**config.mk**
```make
export PLATFORM = sky130hd
export DESIGN_NAME = scan_sequencer
export DESIGN_NICKNAME = d
export VERILOG_FILES = /design/src/rtl/scan_sequencer.sv
export SDC_FILE = /design/constraint.sdc
export NUM_CORES = 1
export LEC_CHECK = 0
export BUFFER_PORTS_ARGS = -buffer_cell sky130_fd_sc_hd__buf_2
export CORE_ASPECT_RATIO = 0.7
export CORE_MARGIN = 2
export CORE_UTILIZATION = 40
export DETAILED_ROUTE_END_ITERATION = 8
export GPL_TIMING_DRIVEN = 0
export HOLD_SLACK_MARGIN = 0.02
export SLEW_MARGIN = 15
export SYNTH_ARGS = -nofsm -noshare
export SYNTH_HDL_FRONTEND = slang
export SYNTH_SLANG_ARGS = --single-unit
```
**constraint.sdc**
```tcl
create_clock -name clk -period 5.1 [get_ports clk]
set_input_delay 0.51 -clock clk [delete_from_list [all_inputs] [get_ports clk]]
set_output_delay 0.51 -clock clk [all_outputs]
set_load 0.005 [all_outputs]
```
**src/rtl/scan_sequencer.sv**
```systemverilog
// Scan sequencer: walks a registered 3-bit select through the set bits of an 8-bit mask,
// dwelling dwell+1 cycles per position. Optional `SCAN_SEQ_HOLD_EN adds a hold input.
//
//   state | meaning
//   IDLE  | not scanning, sel_valid low, sel holds last position
//   DWELL | sel active, counting cycles until advance to next set mask bit
module scan_sequencer #(
    parameter int DWELL_W = 16
) (
    input  logic               clk,
    input  logic               reset_n,
    input  logic               en,
    input  logic [7:0]         mask,
    input  logic [DWELL_W-1:0] dwell,
`ifdef SCAN_SEQ_HOLD_EN
    input  logic               hold,
`endif
    output logic [2:0]         sel,
    output logic               sel_valid,
    output logic               tick,
    output logic               wrap
);

    typedef enum logic {IDLE, DWELL} state_t;

    state_t             state, state_nx;
    logic [2:0]         sel_nx;
    logic               valid_nx, tick_nx, wrap_nx;
    logic [DWELL_W-1:0] cnt, cnt_nx;
    logic [2:0]         adv_sel;
    logic               stop;

    function automatic logic [2:0] lowest_bit(input logic [7:0] m);
        logic [2:0] r;
        r = 3'd0;
        for (int i = 7; i >= 0; i--) begin
            if (m[i]) r = 3'(i);
        end
        return r;
    endfunction

    // Circular search starting one past cur; the last probe (offset 8) lands on cur itself,
    // so a mask with only the current bit set re-selects it.
    function automatic logic [2:0] next_bit(input logic [7:0] m, input logic [2:0] cur);
        logic [2:0] r;
        logic [2:0] idx;
        logic       found;
        r     = cur;
        found = 1'b0;
        for (int i = 1; i <= 8; i++) begin
            idx = cur + 3'(i);
            if (!found && m[idx]) begin
                r     = idx;
                found = 1'b1;
            end
        end
        return r;
    endfunction

    assign adv_sel = next_bit(mask, sel);
    assign stop    = !en || (mask == 8'd0);

    always_ff @(posedge clk) begin
        if (!reset_n) begin
            state     <= IDLE;
            sel       <= 3'd0;
            sel_valid <= 1'b0;
            tick      <= 1'b0;
            wrap      <= 1'b0;
            cnt       <= '0;
        end else begin
            state     <= state_nx;
            sel       <= sel_nx;
            sel_valid <= valid_nx;
            tick      <= tick_nx;
            wrap      <= wrap_nx;
            cnt       <= cnt_nx;
        end
    end

    always_comb begin
        state_nx = state;
        sel_nx   = sel;
        valid_nx = sel_valid;
        tick_nx  = 1'b0;
        wrap_nx  = 1'b0;
        cnt_nx   = cnt;
        case (state)
            IDLE: begin
                valid_nx = 1'b0;
                cnt_nx   = '0;
                if (!stop) begin
                    state_nx = DWELL;
                    sel_nx   = lowest_bit(mask);
                    valid_nx = 1'b1;
                    tick_nx  = 1'b1;
                end
            end
            DWELL: begin
                if (stop) begin
                    state_nx = IDLE;
                    valid_nx = 1'b0;
                    cnt_nx   = '0;
`ifdef SCAN_SEQ_HOLD_EN
                end else if (hold) begin
                    cnt_nx = cnt;
`endif
                end else if (cnt >= dwell) begin
                    // >= so a dwell lowered below cnt advances immediately
                    sel_nx  = adv_sel;
                    tick_nx = 1'b1;
                    wrap_nx = (adv_sel <= sel);
                    cnt_nx  = '0;
                end else begin
                    cnt_nx = cnt + DWELL_W'(1);
                end
            end
            default: begin
                state_nx = IDLE;
                valid_nx = 1'b0;
                cnt_nx   = '0;
            end
        endcase
    end

endmodule

```
==> flow_summary.toml <==
[outcome]
status = "finished clean"

[clock_network]
hold_buffers = 0
clkTransAtPathRegs_ns = 0.08
clock_sinks = 23
ctsRootBufferMaster = "clkbuf_8"
cts_tree = "yes"
cts.path.max_buffers = 2
htreeDepth = 1
clk_latency_ns = 0.27
numCtsBuffers = 3

[yosys]
synthFlopType = "dfxtp_1"
syn_area_per_cell_um2 = 8.21
synth_nets = 383
synth_top_area_share = 0.168
ys_seq_area_frac = 0.168
yosysTopAreaCell = "dfxtp_1"
ys_top_cells_by_area = "dfxtp_1 17%, mux4_2 13%, ha_1 10%"
synth.cell_area_um2 = 2740
synth-xor-area-share = 0.0575
synth_fa_ha_area_frac = 0.100
synth.distinct_cells = 57
synth_seq_cells = 23
yosysWarnings = 0
muxShareOfSynthArea = 0.212
synthCells = 334
synth_compound_area_frac = 0.139
synthArstFlopShare = 0
synth_simple_gate_area_frac = 0.251
synth_top_family_by_area = "simple AND/OR/NAND/NOR gates"
synth_edf_count = 0

[detailed_routing]
drt_iter0_drc = 196
ant_nets = 0
num_vias = 2598
routed_wl_um = 7220
drt_pass1_iterations = 5
drc = 0
wl_per_cell_um = 15.5
routed_via_density = 5.58

[floorplan]
die-area_um2 = 7540
core-area_um2 = 6690
fp.dieH_um = 73.3
die_w_um = 103
io_pins = 33
start_util = 0.410
rows = 25

[cells_and_area]
layout_commonest_cell = "nor2_1"
final_cell_mix = "41 x nor2_1, 36 x buf_2, 27 x inv_1"
fillers = 718
layout-drive-gt1-share = 0.191
seq_area_um2 = 460
nets = 422
syn_to_final_growth_pct = 12.8
num_antenna_cells = 0
multiInputGateArea_um2 = 2090
fin_util = 0.462

[worst_setup_path]
crit_required_ns = 5.30
critical_path_class = "reg2reg"
worst-path-max-fanout = 10
crit_path_start_kind = "register"
end_kind = "register"
worstPathArrival_ns = 4.95

[placed_design]
place_ws_ns = -0.204
dp_hpwl_um = 5720
portBuffers = 32
place.gp.congestion = 0.905

[sta]
setup_viol = 0
setup_slack_ns = 0.349
tns_ns = 0
fin_skew_ns = 0.00591
finalCriticalPeriod_ns = 4.75
final-max-slew-violation-count = 0
rsz0062_at_grt = "false"
hold_viol = 0
maxSlewHeadroom = 0.398
max_freq_mhz = 210
tightest_slew_ns = 0.881
fin_crit_sh = 0.932

[global_route]
grt_antenna_before_repair = 0
grt_pass1_wl_um = 12100
grt-ovfl-total = 0
grt_pass1_vias = 2341
grt_usage = 0.205
grt_max_degree = 13

[power]
power_density_nw_per_um2 = 175
p_leak_nw = 1.27
ir_worst_vdd_v = 0.000111

[flow_run]
cap_violations = 0

[hold_path]
hold_class = "reg2reg"
==> Yosys cell counts (2+ instances only) <==
cell / number
or3_1: 4
nor3_1: 9
nor2_1: 41
ha_1: 22
mux2i_1: 9
and3_1: 7
xnor2_1: 8
or4b_1: 2
o21ai_0: 11
o31ai_1: 3
a21o_1: 3
a41o_1: 2
mux4_2: 16
nor2b_1: 4
nand4bb_1: 2
xor2_1: 10
a211oi_1: 3
a31oi_1: 2
dfxtp_1: 23
nor4_1: 3
mux2_2: 5
inv_1: 27
a21oi_1: 17
o21a_1: 3
mux2_1: 3
nand2b_1: 6
or2_1: 3
o221ai_1: 2
nor4bb_1: 4
or2_2: 2
clkinv_1: 2
nand2_1: 16
o2111ai_1: 2
buf_2: 4
clkbuf_1: 14
nand3_1: 17
o21ai_1: 3
==> where the power goes <==
group,internal (W),switching (W)
Sequential,0.000182,0.00000435
Combinational,0.000110,0.000130
Clock,0.0000558,0.0000587
==> final cells by class <==
class | count | share of cell area
well taps | 94 | 0.0380
repair buffers | 34 | 0.0567
clock buffers | 4 | 0.0146
inverters | 29 | 0.0364
flip-flops and latches | 23 | 0.149
plain buffers | 20 | 0.0287
multi-input cells | 262 | 0.677
==> kinds of logic (layout without fill, tap and decap cells) <==
group | after synthesis | after routing
AND/OR/NAND/NOR | 128 | 128
AO/OA/AOI/OAI | 59 | 59
buffers and inverters | 49 | 87
multiplexers | 35 | 35
flip-flops | 23 | 23
adder cells (fa/ha/maj) | 22 | 22
XOR/XNOR | 18 | 18
==> what timing repair did <==
action / CTS / global route
pin swaps: 0 / 1
cloned: 0 / 0
endpoints found under the setup margin: 1 / 1
buffers inserted: 0 / 2
gates resized for setup: 2 / 1
==> stage by stage <==
stage          hold slack, ns  total power [W]  cells  area, um2
2_1_floorplan           0.441         0.000362    334       2740
3_3_place_gp            0.474         0.000419    460       3020
3_5_place_dp            0.482         0.000422    460       3020
4_1_cts                 0.501         0.000538    464       3070
5_1_grt                 0.528         0.000582    466       3090
6_report                0.499         0.000541    466       3090
==> final timing paths <==
kind	from	to	slack [ns]	depth (start not counted)
max	sel[0]	wrap	0.35	16
min	sel_valid	sel_valid	0.50	1
max reg2reg	sel[0]	wrap	0.35	16
min reg2reg	sel_valid	sel_valid	0.50	1
==> state kept, by name, indices dropped and copies added (netlist names) <==
signal	flops
cnt	16
tick	1
sel_valid	1
state	1
wrap	1
sel	3
==> critical path: stages (launching register included) <==
cell and delay (ns):
dfxtp_1 0.64, clkbuf_2 0.34, clkinv_1 0.31, ha_1 0.40
buf_6 0.14, buf_2 0.30, mux4_2 0.61, mux2i_1 0.37
o21ai_0 0.15, and2_1 0.18, or3_1 0.38, o31ai_1 0.09
ha_1 0.28, a21o_1 0.16, a21oi_1 0.13, a31oi_1 0.06
nor3_1 0.12
==> routing by layer <==
metal	vias up	global-route usage	share of wire
li1	1291	-	-
met1	1207	0.350	0.54
met2	93	0.260	0.38
met3	7	0.0409	0.073
met4	0	0.0307	0.0076
met5	-	0	0
No activity file was read; power rests on OpenSTA's default activity.
